### config.mk
export PLATFORM = sky130hd
export DESIGN_NAME = traffic_intersection_ctrl
export DESIGN_NICKNAME = d
export VERILOG_FILES = /design/src/rtl/traffic_pkg.sv /design/src/rtl/phase_timer.sv /design/src/rtl/traffic_intersection_ctrl.sv
export SDC_FILE = /design/constraint.sdc
export NUM_CORES = 1
export LEC_CHECK = 0
export ABC_AREA = 1
export CAP_MARGIN = 20
export CORE_ASPECT_RATIO = 0.8
export CORE_MARGIN = 2
export CORE_UTILIZATION = 40
export DETAILED_ROUTE_END_ITERATION = 10
export PLACE_DENSITY_LB_ADDON = 0.2
export SLEW_MARGIN = 10
export SYNTH_ARGS = -nofsm -noshare
export SYNTH_HDL_FRONTEND = slang
export SYNTH_HIERARCHICAL = 1
export SYNTH_SLANG_ARGS = --single-unit
### constraint.sdc
create_clock -name clk -period 2.3 [get_ports clk]
set_clock_uncertainty 0.05 [all_clocks]
set_input_delay 0.23 -clock clk [delete_from_list [all_inputs] [get_ports clk]]
set_output_delay 0.23 -clock clk [all_outputs]
set_load 0.01 [all_outputs]
### src/rtl/traffic_pkg.sv
`default_nettype none
// ----------------------------------------------------------------------
// traffic_pkg : light/phase encodings and per-phase duration lookup
// Rev 1.0
// ----------------------------------------------------------------------
package traffic_pkg;

  typedef enum logic [1:0] {
    GREEN  = 2'b00,
    YELLOW = 2'b01,
    RED    = 2'b10,
    OFF    = 2'b11
  } light_t;

  typedef enum logic [2:0] {
    NS_GREEN  = 3'd0,
    NS_YELLOW = 3'd1,
    ALLRED_A  = 3'd2,
    EW_GREEN  = 3'd3,
    EW_YELLOW = 3'd4,
    ALLRED_B  = 3'd5,
    FLASH     = 3'd6
  } phase_t;

  // FLASH maps to the blink half-period; the timer reloads with it each half.
  function automatic int unsigned phase_duration(
    input phase_t      p,
    input int unsigned ns_min_green,
    input int unsigned ew_green,
    input int unsigned yellow_time,
    input int unsigned allred_time,
    input int unsigned flash_half
  );
    case (p)
      NS_GREEN:             phase_duration = ns_min_green;
      NS_YELLOW, EW_YELLOW: phase_duration = yellow_time;
      EW_GREEN:             phase_duration = ew_green;
      FLASH:                phase_duration = flash_half;
      default:              phase_duration = allred_time;
    endcase
  endfunction

endpackage
`default_nettype wire

### src/rtl/phase_timer.sv
`default_nettype none
// ----------------------------------------------------------------------
// phase_timer : loadable down-counter that saturates at zero
// Rev 1.0
// ----------------------------------------------------------------------
module phase_timer #(
  parameter int unsigned       TIME_W    = 8,
  parameter logic [TIME_W-1:0] RESET_VAL = '0
) (
  input  logic              clk,
  input  logic              reset,
  input  logic              en,
  input  logic              load,
  input  logic [TIME_W-1:0] load_val,
  output logic              zero
);

  logic [TIME_W-1:0] count;

  always_ff @(posedge clk or posedge reset) begin
    if (reset) begin
      count <= RESET_VAL;
    end else if (load) begin
      count <= load_val;
    end else if (en && (count != '0)) begin
      count <= count - TIME_W'(1);
    end
  end

  assign zero = (count == '0);

endmodule
`default_nettype wire

### src/rtl/traffic_intersection_ctrl.sv
`default_nettype none
// ----------------------------------------------------------------------
// traffic_intersection_ctrl : NS/EW intersection with all-red, walk, flash
// Rev 1.0
// ----------------------------------------------------------------------
module traffic_intersection_ctrl
  import traffic_pkg::*;
#(
  parameter int unsigned TIME_W       = 8,
  parameter int unsigned NS_MIN_GREEN = 8,
  parameter int unsigned EW_GREEN     = 5,
  parameter int unsigned YELLOW_TIME  = 2,
  parameter int unsigned ALLRED_TIME  = 1,
  parameter int unsigned FLASH_HALF   = 3
) (
  input  logic   clk,
  input  logic   reset,
  input  logic   en,
  input  logic   ew_sensor,
  input  logic   ped_req,
  input  logic   flash_mode,
  output light_t ns_light,
  output light_t ew_light,
  output logic   walk,
  output phase_t phase
);

  generate
    if ((TIME_W == 0) ||
        (NS_MIN_GREEN == 0) || ((NS_MIN_GREEN >> TIME_W) != 0) ||
        (EW_GREEN     == 0) || ((EW_GREEN     >> TIME_W) != 0) ||
        (YELLOW_TIME  == 0) || ((YELLOW_TIME  >> TIME_W) != 0) ||
        (ALLRED_TIME  == 0) || ((ALLRED_TIME  >> TIME_W) != 0) ||
        (FLASH_HALF   == 0) || ((FLASH_HALF   >> TIME_W) != 0)) begin : g_bad_duration
      $error("traffic_intersection_ctrl: every duration must lie in 1..2**TIME_W-1");
    end
  endgenerate

  // The parameter EW_GREEN hides the phase literal, so the phase is package-qualified.
  phase_t            next_phase;
  logic              ew_req;
  logic              ped_pend;
  logic              ped_walk;
  logic              blink;
  logic              timer_zero;
  logic              timer_load;
  logic [TIME_W-1:0] load_val;
  logic              illegal;
  logic              step;
  logic              enter_ew;
  logic              leave_ew;
  logic              enter_flash;

  assign illegal = (phase > FLASH);
  assign step    = en | illegal;

  always_comb begin
    next_phase = phase;
    case (phase)
      NS_GREEN:
        if (timer_zero && (ew_req || ped_pend || flash_mode)) next_phase = NS_YELLOW;
      NS_YELLOW:
        if (timer_zero) next_phase = ALLRED_A;
      ALLRED_A:
        if (timer_zero) next_phase = flash_mode ? FLASH : traffic_pkg::EW_GREEN;
      traffic_pkg::EW_GREEN:
        if (timer_zero) next_phase = EW_YELLOW;
      EW_YELLOW:
        if (timer_zero) next_phase = ALLRED_B;
      ALLRED_B:
        if (timer_zero) next_phase = flash_mode ? FLASH : NS_GREEN;
      FLASH:
        if (!flash_mode) next_phase = ALLRED_B;
      default:
        next_phase = ALLRED_B;
    endcase
  end

  // A FLASH half-period expiring reloads the timer without changing phase.
  assign timer_load  = step & ((next_phase != phase) | ((phase == FLASH) & timer_zero));
  assign load_val    = TIME_W'(phase_duration(next_phase, NS_MIN_GREEN, EW_GREEN,
                                              YELLOW_TIME, ALLRED_TIME, FLASH_HALF) - 1);
  assign enter_ew    = step & (next_phase == traffic_pkg::EW_GREEN) & (phase != traffic_pkg::EW_GREEN);
  assign leave_ew    = step & (phase == traffic_pkg::EW_GREEN) & (next_phase != traffic_pkg::EW_GREEN);
  assign enter_flash = step & (next_phase == FLASH) & (phase != FLASH);

  phase_timer #(
    .TIME_W    (TIME_W),
    .RESET_VAL (TIME_W'(ALLRED_TIME - 1))
  ) u_timer (
    .clk      (clk),
    .reset    (reset),
    .en       (en),
    .load     (timer_load),
    .load_val (load_val),
    .zero     (timer_zero)
  );

  always_ff @(posedge clk or posedge reset) begin
    if (reset) begin
      phase    <= ALLRED_B;
      ew_req   <= 1'b0;
      ped_pend <= 1'b0;
      ped_walk <= 1'b0;
      blink    <= 1'b0;
    end else begin
      if (step) phase <= next_phase;
      ew_req   <= ew_sensor | (ew_req & ~enter_ew);
      ped_pend <= ped_req | (ped_pend & ~enter_ew);
      if (enter_ew)      ped_walk <= ped_pend;
      else if (leave_ew) ped_walk <= 1'b0;
      if (enter_flash) begin
        blink <= 1'b1;
      end else if (en && (phase == FLASH) && timer_zero && flash_mode) begin
        blink <= ~blink;
      end
    end
  end

  always_comb begin
    ns_light = RED;
    ew_light = RED;
    case (phase)
      NS_GREEN:              ns_light = GREEN;
      NS_YELLOW:             ns_light = YELLOW;
      traffic_pkg::EW_GREEN: ew_light = GREEN;
      EW_YELLOW:             ew_light = YELLOW;
      FLASH: begin
        ns_light = blink ? YELLOW : OFF;
        ew_light = blink ? RED : OFF;
      end
      default: ;
    endcase
  end

  assign walk = (phase == traffic_pkg::EW_GREEN) & ped_walk;

endmodule
`default_nettype wire

Word-level counts from Yosys, hierarchy flattened --
Cells that the tools add are included.
Storage, ports and cells: register bits 15, input bits 6, logic and storage cells 76
Operators by class: $add $sub $neg 2, order comparisons 1, eq/ne operators 14, muxes and demuxes 21, bitwise operators 17, reductions and logical operators 15
Operators with widths (count):
- $mux W3 | 9
- $pmux W3 S7 | 1
- $mux W8 | 2
- $pmux W4 S4 | 1
- $sub A8 B1 Y8 const B | 2
- $eq A3 B3 Y1 const B | 5
- $pmux W2 S3 | 2
- $and A1 B1 Y1 | 11
- $eq A3 B2 Y1 const B | 3
- $logic_not A8 Y1 | 1
- $reduce_bool A8 Y1 | 1
- $eq A3 B1 Y1 const B | 2
- $logic_not A3 Y1 | 2
- $ne A3 B2 Y1 const B | 2
- $reduce_bool A2 Y1 | 3
- $logic_and A1 B1 Y1 | 5
- $mux W1 | 5
- $or A1 B1 Y1 | 4
- $gt A3 B3 Y1 const B | 1
- $ne A3 B3 Y1 | 1
- $ne A3 B3 Y1 const B | 1
- $logic_or A1 B1 Y1 | 2
- $mux W2 | 1
- $not A1 Y1 | 2
- $reduce_or A2 Y1 | 1

Depth between registers and ports, before layout --
Gate-level depths: netlist (run 1).
depth in word-level cells 11, depth in mapped cells 20

Modules after synthesis --
The synthesis (run 1) kept the hierarchy.
Modules (own cells, without submodules):
- traffic_intersection_ctrl | instances 1, cells an instance 129, area each 813.3 µm², sequential area each 177.7 µm²
- phase_timer | instances 1, cells an instance 91, area each 633.1 µm², sequential area each 200.2 µm²

Worst setup path before layout (run 1) --
Ideal clock, no wire load.
path kind reg2reg, from register u_timer.count[0], to register u_timer.count[2], setup time 0.117 ns, data arrival time 2.313 ns, required time 2.133 ns, path slack -0.180 ns, stages on the path, launching flop included 17, path buffers 1, cell sequence dfrtp_1 -> inv_1 -> ha_1 -> nand2_1 -> nor2_1 -> buf_4 -> nor2_1 -> a31oi_1 -> nand4_1 -> a21oi_1 -> ha_1 -> inv_1 -> xor2_1 -> nand2_1 -> o21ai_0 -> nand2_1 -> nand2_1
Between the ends: word-level cells in the longest chain between the ends 9
RTL lines:
- start: declaration | RTL line phase_timer.sv:18 | logic [TIME_W-1:0] count;
- start signal: assignment | RTL line phase_timer.sv:24 | count <= load_val;
- start signal: assignment | RTL line phase_timer.sv:26 | count <= count - TIME_W'(1);
- $logic_not A8 Y1 * | RTL line phase_timer.sv:30 | assign zero = (count == '0);
- named net timer_zero | RTL line traffic_intersection_ctrl.sv:45 | logic timer_zero;
- $logic_and A1 B1 Y1 | RTL line traffic_intersection_ctrl.sv:61 | if (timer_zero && (ew_req || ped_pend || flash_mode)) next_phase = NS_YELLOW;
- $mux W3 | RTL line traffic_intersection_ctrl.sv:61
- $pmux W3 S7 * | RTL line traffic_intersection_ctrl.sv:59 | case (phase)
- $eq A3 B1 Y1 / $eq A3 B3 Y1 (equally long branches) | RTL line traffic_pkg.sv:34 | case (p)
- $reduce_or A2 Y1 | RTL line traffic_pkg.sv:34
- $pmux W4 S4 * | RTL line traffic_pkg.sv:34
- $sub A8 B1 Y8 * | RTL line traffic_intersection_ctrl.sv:82 | YELLOW_TIME, ALLRED_TIME, FLASH_HALF) - 1);
- named net load_val[2] | RTL line traffic_intersection_ctrl.sv:47 | logic [TIME_W-1:0] load_val;
- $mux W8 * | RTL line phase_timer.sv:23 | end else if (load) begin
Mark *: on every way through the listed nets, which the timed path passes. The rest lies on a longest branch. The select of a mux whose other input is x is not followed. A chain may end at the register's enable or synchronous reset.

Final worst setup path (run 1) --
from register u_timer.count[1], to register u_timer.count[4]
The elaborated chain is that of the path after synthesis.

==> results of run 1 <==
[path summary, 6_finish.rpt]
| kind | from | endpoint | slack [ns] | cells past startpoint |
|---|---|---|---|---|
| setup / recovery | u_timer/count[1] | u_timer/count[4] | -0.02 | 21 |
| max in group asynchronous | reset | phase[2] | 1.72 | 2 |
| min in group clk | ew_req | ew_req | 0.43 | 1 |
| hold reg to reg | ew_req | ew_req | 0.43 | 1 |
| hold / removal | reset | ped_walk | 0.19 | 2 |
| setup reg to reg | u_timer/count[1] | u_timer/count[4] | -0.02 | 21 |
[sequential cells by signal, summed over array words and instances (netlist names)]
name,count
phase,3
ew_req,1
u_timer/count,8
blink,1
ped_pend,1
ped_walk,1
[placed cells by master (no fill, tap or decap), types with 2 or more instances in the layout]
master and instances:
a21o_1 2, a21oi_1 5, a21oi_2 3, a31oi_1 2, buf_12 2, buf_4 39
buf_6 4, clkbuf_8 3, clkdlybuf4s50_1 13, dfrtp_1 13, dfstp_2 2, ha_4 2
inv_1 23, inv_2 11, inv_4 2, nand2_1 48, nand2_2 7, nand2_4 4
nand3_1 27, nand3_2 4, nand4_1 5, nor2_1 15, nor2_2 2, nor2_4 8
nor3_2 2, o2111ai_1 2, o21ai_0 4, o21ai_1 3, o21ai_2 3, xnor2_1 2
xor2_1 2
[final cells by class]
class	count	share of cell area (%)
clock buffer	4	2.09
inverter	37	6.91
multi-input combinational	162	47.1
sequential	15	17.5
tap	42	2.44
timing repair buffer	59	23.9
[per-stage QoR]
step           hold WS, ns  util [%]
2_1_floorplan      -0.0181         -
3_3_place_gp         0.422      55.2
3_5_place_dp         0.423      55.2
4_1_cts              0.197      57.4
5_1_grt              0.246      62.5
6_report             0.190      62.5
[power groups by stage]
stage | Sequential [W] | Combinational [W] | Clock, W
after floorplan | 0.000532 | 0.00156 | 0
after global placement | 0.000550 | 0.00245 | 0
final | 0.000552 | 0.00299 | 0.000228
after global routing | 0.000565 | 0.00331 | 0.000247
after CTS | 0.000548 | 0.00255 | 0.000234
after detailed placement | 0.000550 | 0.00246 | 0
[worst max-delay path: cells and delay by family, from the launching register on]
| family | cells | cell delay [ns] |
|---|---|---|
| and+or+nand+nor | 12 | 0.91 |
| buffers and inverters | 6 | 0.50 |
| DFF | 1 | 0.39 |
| adders and majority gates | 2 | 0.33 |
| AOI/OAI and AO/OA | 1 | 0.04 |
[kinds of logic (layout without fill, tap and decap cells)]
logic type               count (synthesis)  in the layout  synth area share, %
AND/OR/NAND/NOR                        125            125                 41.4
other                                    1              1                0.259
flip-flops                              15             15                 26.1
AO/OA/AOI/OAI                           28             28                 13.1
adder cells (fa/ha/maj)                  4              4                 3.46
XOR/XNOR                                 4              4                 2.42
buffers and inverters                   43            100                 13.1
[metal layers]
| layer | up-vias | wire (µm) | part of all wire (%) |
|---|---|---|---|
| li1 | 831 | - | - |
| met1 | 760 | 1900 | 48 |
| met2 | 43 | 1710 | 43 |
| met3 | 7 | 268 | 6.8 |
| met4 | 0 | 48 | 1.2 |
| met5 | - | 0 | 0 |
[timing repair]
item | CTS | global route
gates resized for setup | 9 | 34
buffers inserted | 2 | 9
pin swaps | 6 | 20
setup endpoints to repair | 7 | 9
hold buffers | 0 | 0
cloned | 0 | 1
==> key figures, run 1 <==
Logic synthesis
  – Number of synthesized flops with an enable pin: 0
  – Async set or reset register ratio after synthesis: 100%
  – Biggest area consumer among synthesized cells: dfrtp_1
  – Syn_nets: 230
  – Syn. warnings: 6
  – Combined area of all synthesized cells: 0.00145 mm²
  – Dominant cells by area after synthesis: dfrtp_1, nand2_1, nand3_1, inv_1, nor2_1
  – Commonest cells in the netlist: nand2_1, inv_1, nand3_1
  – Syn_area_per_cell: 6.57 µm²
  – Number of standard cells after synthesis: 220
  – Number of synthesized register bits: 15
  – Portion of synthesized cell area occupied by the leading cell type: 22.5%
  – Dominant cell by count in the synthesized netlist: nand2_1
  – Unique cell type count in the Yosys netlist: 35
  – Sequential element share of the synthesized area: 26.1%
  – Leading register cell type out of synthesis: dfrtp_1

STA
  – Shortest period the worst path allows: 2.32 ns
  – Count of final setup violators: 2
  – Setup ws final: -0.0227 ns
  – Final worst path period share: 101%
  – Setup_tns: -0.0251 ns
  – Top achievable clock speed: 431 MHz
  – Max-slew violation count: 0
  – Number of hold violations in the final report: 0
  – RSZ-0062 raised after global routing: true

Route
  – Count of vias placed by the detailed router: 1,641
  – Drt first-iter violations: 125
  – Count of TritonRoute iterations in the first routing pass: 4
  – Aggregate routed wire length: 3.92 mm
  – Avg WL per Cell: 12.3 µm
  – Number of design rule violations left after detail routing: 0
  – Number of routed nets with antenna violations: 0
  – Via count normalized by instance count: 5.14

Floorplanning
  – Die boundary height: 57.8 µm
  – Standard-cell row count: 19
  – Boundary pin count: 14
  – Initial standard-cell utilization of the core: 42.0%
  – Core Region: 0.00345 mm²
  – Die outline width: 71.2 µm
  – Area of the die: 0.00412 mm²

Place
  – Worst slack at placement: -0.0760 ns
  – Port-buffer cells: 13
  – GP Congestion: 0.874
  – Placed Area: 0.00190 mm²
  – Cell Count Post-Placement: 304
  – Post-detail-place hpwl: 2.86 mm

Clock tree
  – Sinks on the clock net: 15
  – Maximum buffer depth of the clock tree: 2
  – CTS tree: yes
  – Clock latency on the worst-skew pair: 0.26 ns
  – Clk Tree Root Cell: clkbuf_8
  – Max H-tree Level: 1
  – Number of clock buffers inserted by TritonCTS: 3
  – Clock transition at path regs: 0.07 ns

Global routing
  – Met2 track demand over resource in global routing: 25.7%
  – First-pass GRT wire length: 6.07 mm
  – Antenna violations before repair: 0
  – Met1 global-route usage: 29.9%
  – Pin count of the biggest net entering global routing: 11
  – Via count of the first global-routing pass: 1,312
  – Most heavily used metal layer in global routing: met1
  – Total global routing overflow: 0
  – Global Route Usage Sum: 19.0%
  – Met3 capacity usage during global routing: 3.30%

Setup path
  – Crit path required time: 2.39 ns
  – Cell-by-cell trace of the critical path: inv_2 -> ha_4 -> nand2_4 -> nor2_4 -> inv_2 -> buf_6 -> nor2_4 -> nand2_2 -> nand4_1 -> inv_1 -> nand2_1 -> nand3_1 -> ha_2 -> inv_2 -> nor2_2 -> nand2_1 -> inv_2 -> nand2_2 -> nand2_2 -> nand2_2 -> o21ai_2
  – Largest stage delay on the critical path: 0.39 ns
  – Worst EP arrival: 2.42 ns
  – Start-to-end type of the worst setup path: reg -> reg
  – Capturing element type of the critical path: flip-flop
  – Startpoint type of the worst setup path: flip-flop
  – Slowest cell on crit path: dfrtp_1
  – Maximum fanout encountered on the critical timing path: 6

Pwr
  – LEAKAGE: 1.08 nW
  – Psw: 0.00182 W
  – Peak supply drop: 0.869 mV
  – Cell internal pwr: 0.00195 W
  – Clock power frac: 6.0%
  – Power per cell area: 1750 mW/mm²
  – Switching part of the total power: 48.2%
  – Total power draw: 0.00377 W
  – Sequential fraction of design power: 14.6%
  – Part of the total power dissipated in combinational logic: 79.3%

Layout
  – Area occupied by multi-input gates: 0.00102 mm²
  – Nets: 288
  – Diodes inserted: 0
  – Filler cells: 290
  – Non-Filler Cell Area, Final: 0.00216 mm²
  – FF+latch area: 378 µm²
  – Final std cells w/o fill: 319
  – Layout area overhead: 49.0%
  – Layout cells sized above 1: 38.3%

Run status
  – Violations in the final reports: negative setup slack
  – Status: finished, violations left

Worst hold path
  – Hold Path Class: in -> async

Job
  – Max-cap violation count: 0
Note: power is estimated with default switching activity, not from simulation.
==> inputs of run 2 (changes only) <==
Settings changed: GPL_TIMING_DRIVEN set to 0.
==> key figures, run 2 (synthesized netlist as in run 1, its figures left out) <==
Clock tree
  – Max H-tree Level: 1
  – Sinks on the clock net: 15
  – Number of clock buffers inserted by TritonCTS: 3
  – CTS tree: yes
  – Clk Tree Root Cell: clkbuf_8
  – Clock transition at path regs: 0.06 ns
  – Clock latency on the worst-skew pair: 0.25 ns
  – Maximum buffer depth of the clock tree: 2

Layout
  – Non-Filler Cell Area, Final: 0.00201 mm²
  – Top library cells by usage in the layout, fill and taps aside: nand2_1, nand3_1, inv_1, buf_4, nor2_1
  – Layout area overhead: 39.3%
  – Nets: 271
  – Max reg flops: 8
  – Most common library cell in the layout ignoring fill and taps: nand2_1
  – Diodes inserted: 0
  – Top register by number of flip-flops: u_timer/count
  – Layout cells sized above 1: 33.8%
  – Registers with the most flip-flops: u_timer/count: 8 flops, phase: 3 flops

Setup path
  – Slowest cell on crit path: dfrtp_2
  – Number of cells on the worst reg-to-reg path: 17
  – Startpoint of the worst register-to-register path: u_timer/count[2]
  – Number of cells on the critical path: 17
  – Cell-by-cell trace of the critical path: nor2_4 -> nand2_4 -> nor2_4 -> buf_6 -> nor2_4 -> a31oi_4 -> nand4_1 -> inv_1 -> nand2_1 -> nand3_2 -> ha_4 -> inv_2 -> xor2_1 -> nand2_1 -> o21ai_0 -> nand2_1 -> nand2_1
  – Combined buffer and inverter count along the critical path: 3
  – Maximum fanout encountered on the critical timing path: 4
  – Kind of cell adding the most delay to the critical path: simple AND/OR/NAND/NOR gates
  – Internal reg-to-reg setup slack: -0.07 ns
  – Largest stage delay on the critical path: 0.43 ns
  – Most prevalent standard cell on the critical path: nand2_1
  – Startpoint type of the worst setup path: flip-flop
  – CP startpoint: u_timer/count[2]
  – Worst R2R End: u_timer/count[2]
  – Capture point of the critical path: u_timer/count[2]
  – Crit path required time: 2.39 ns
  – Start-to-end type of the worst setup path: reg -> reg
  – Capturing element type of the critical path: flip-flop
  – Worst EP arrival: 2.45 ns

Floorplanning
  – Core Region: 0.00345 mm²
  – Boundary pin count: 14
  – Die boundary height: 57.8 µm
  – Initial standard-cell utilization of the core: 42.0%
  – Die outline width: 71.2 µm
  – Standard-cell row count: 19
  – Area of the die: 0.00412 mm²

Place
  – Port-buffer cells: 13
  – GP Congestion: 0.856
  – Post-detail-place hpwl: 2.63 mm
  – Placed Area: 0.00166 mm²

Global routing
  – Total global routing overflow: 0
  – Pin count of the biggest net entering global routing: 11
  – Global Route Usage Sum: 19.2%
  – Via count of the first global-routing pass: 1,378
  – Met3 capacity usage during global routing: 3.65%
  – Antenna violations before repair: 0
  – Met2 track demand over resource in global routing: 27.9%
  – Met1 global-route usage: 30.4%
  – First-pass GRT wire length: 6.30 mm
  – Most heavily used metal layer in global routing: met1

STA
  – Final worst path period share: 103%
  – Number of hold violations in the final report: 0
  – Setup ws final: -0.0667 ns
  – Setup_tns: -0.226 ns
  – Count of final setup violators: 4
  – Max-slew violation count: 0
  – RSZ-0062 raised after global routing: true
  – Top achievable clock speed: 423 MHz
  – Shortest period the worst path allows: 2.37 ns

Route
  – Count of vias placed by the detailed router: 1,585
  – Drt first-iter violations: 101
  – Count of TritonRoute iterations in the first routing pass: 4
  – Number of design rule violations left after detail routing: 0
  – Via count normalized by instance count: 5.25
  – Number of routed nets with antenna violations: 0
  – Avg WL per Cell: 13.2 µm
  – Aggregate routed wire length: 3.99 mm

Pwr
  – Power per cell area: 1750 mW/mm²
  – Peak supply drop: 0.799 mV
  – LEAKAGE: 0.991 nW

Worst hold path
  – Hold Path Class: in -> async

Job
  – Max-cap violation count: 0

Run status
  – Violations in the final reports: negative setup slack
  – Status: finished, violations left
==> run 2: changes by cell type in the layout (fill, tap and decap cells not counted), moves of 2 or more <==
cell     delta
nand3_1     -2
nand3_2     +2
o21ai_0     +2
buf_12      -2
nand2_2     -4
inv_4       -2
nand2_1     +4
buf_4      -16
dfrtp_1     -3
dfrtp_2     +3
o21ai_1     -2
==> run 2: worst register-to-register path, delay by kind of cell, from the launching register on <==
| kind | cells | cell delay (ns) |
|---|---|---|
| xor gates and xnor gates | 1 | 0.14 |
| DFF | 1 | 0.43 |
| buffers and inverters | 3 | 0.31 |
| AOI/OAI and AO/OA | 2 | 0.22 |
| adders and majority gates | 1 | 0.13 |
| and+or+nand+nor | 10 | 0.99 |
==> run 2: timing repair <==
action,4_1_cts,5_1_grt
hold endpoints to repair,0,0
setup buffers,14,9
gates cloned,0,1
pin swaps,15,8
resized for setup,20,21
setup endpoints to repair,8,8
hold buffers,0,0
==> run 2: area by class of cell <==
type / instances / area [µm²]
sequential: 15 / 382
buffer: 6 / 63.8
tap: 42 / 52.6
clock buffer: 4 / 45.0
timing repair buffer: 36 / 300
multi-input combinational: 162 / 1030
fill: 310 / 1430
inverter: 37 / 144
==> run 2: worst min-delay path by stage <==
| stage | start | end | slack, ns |
|---|---|---|---|
| after detailed placement | ew_req | ew_req | 0.42 |
| after floorplan | reset | blink | -0.02 |
| after global placement | ew_req | ew_req | 0.42 |
| after CTS | reset | ped_walk | 0.21 |
| after global routing | reset | ped_walk | 0.25 |
| final | reset | ped_walk | 0.20 |
==> run 2: metal layers <==
metal,vias to the layer above,routed length [µm]
li1,787,-
met5,-,0
met1,750,1970
met2,46,1770
met3,2,230
met4,0,19
==> run 2: where the power goes <==
part	total (W)	internal (W)	switching (W)
Clock	0.000218	0.000123	0.0000956
Combinational	0.00276	0.00122	0.00154
Sequential	0.000540	0.000406	0.000134
==> run 2: metrics by stage <==
step	hold WS (ns)	util [%]	cells	total power, W	setup WS, ns
final	0.198	58.4	302	0.00352	-0.0667
after detailed placement	0.418	48.3	275	0.00259	-0.276
after global routing	0.247	58.4	302	0.00387	-0.289
after floorplan	-0.0181	-	220	0.00209	0.000623
after CTS	0.212	54.5	292	0.00314	-0.0787
after global placement	0.422	48.3	275	0.00255	-0.249
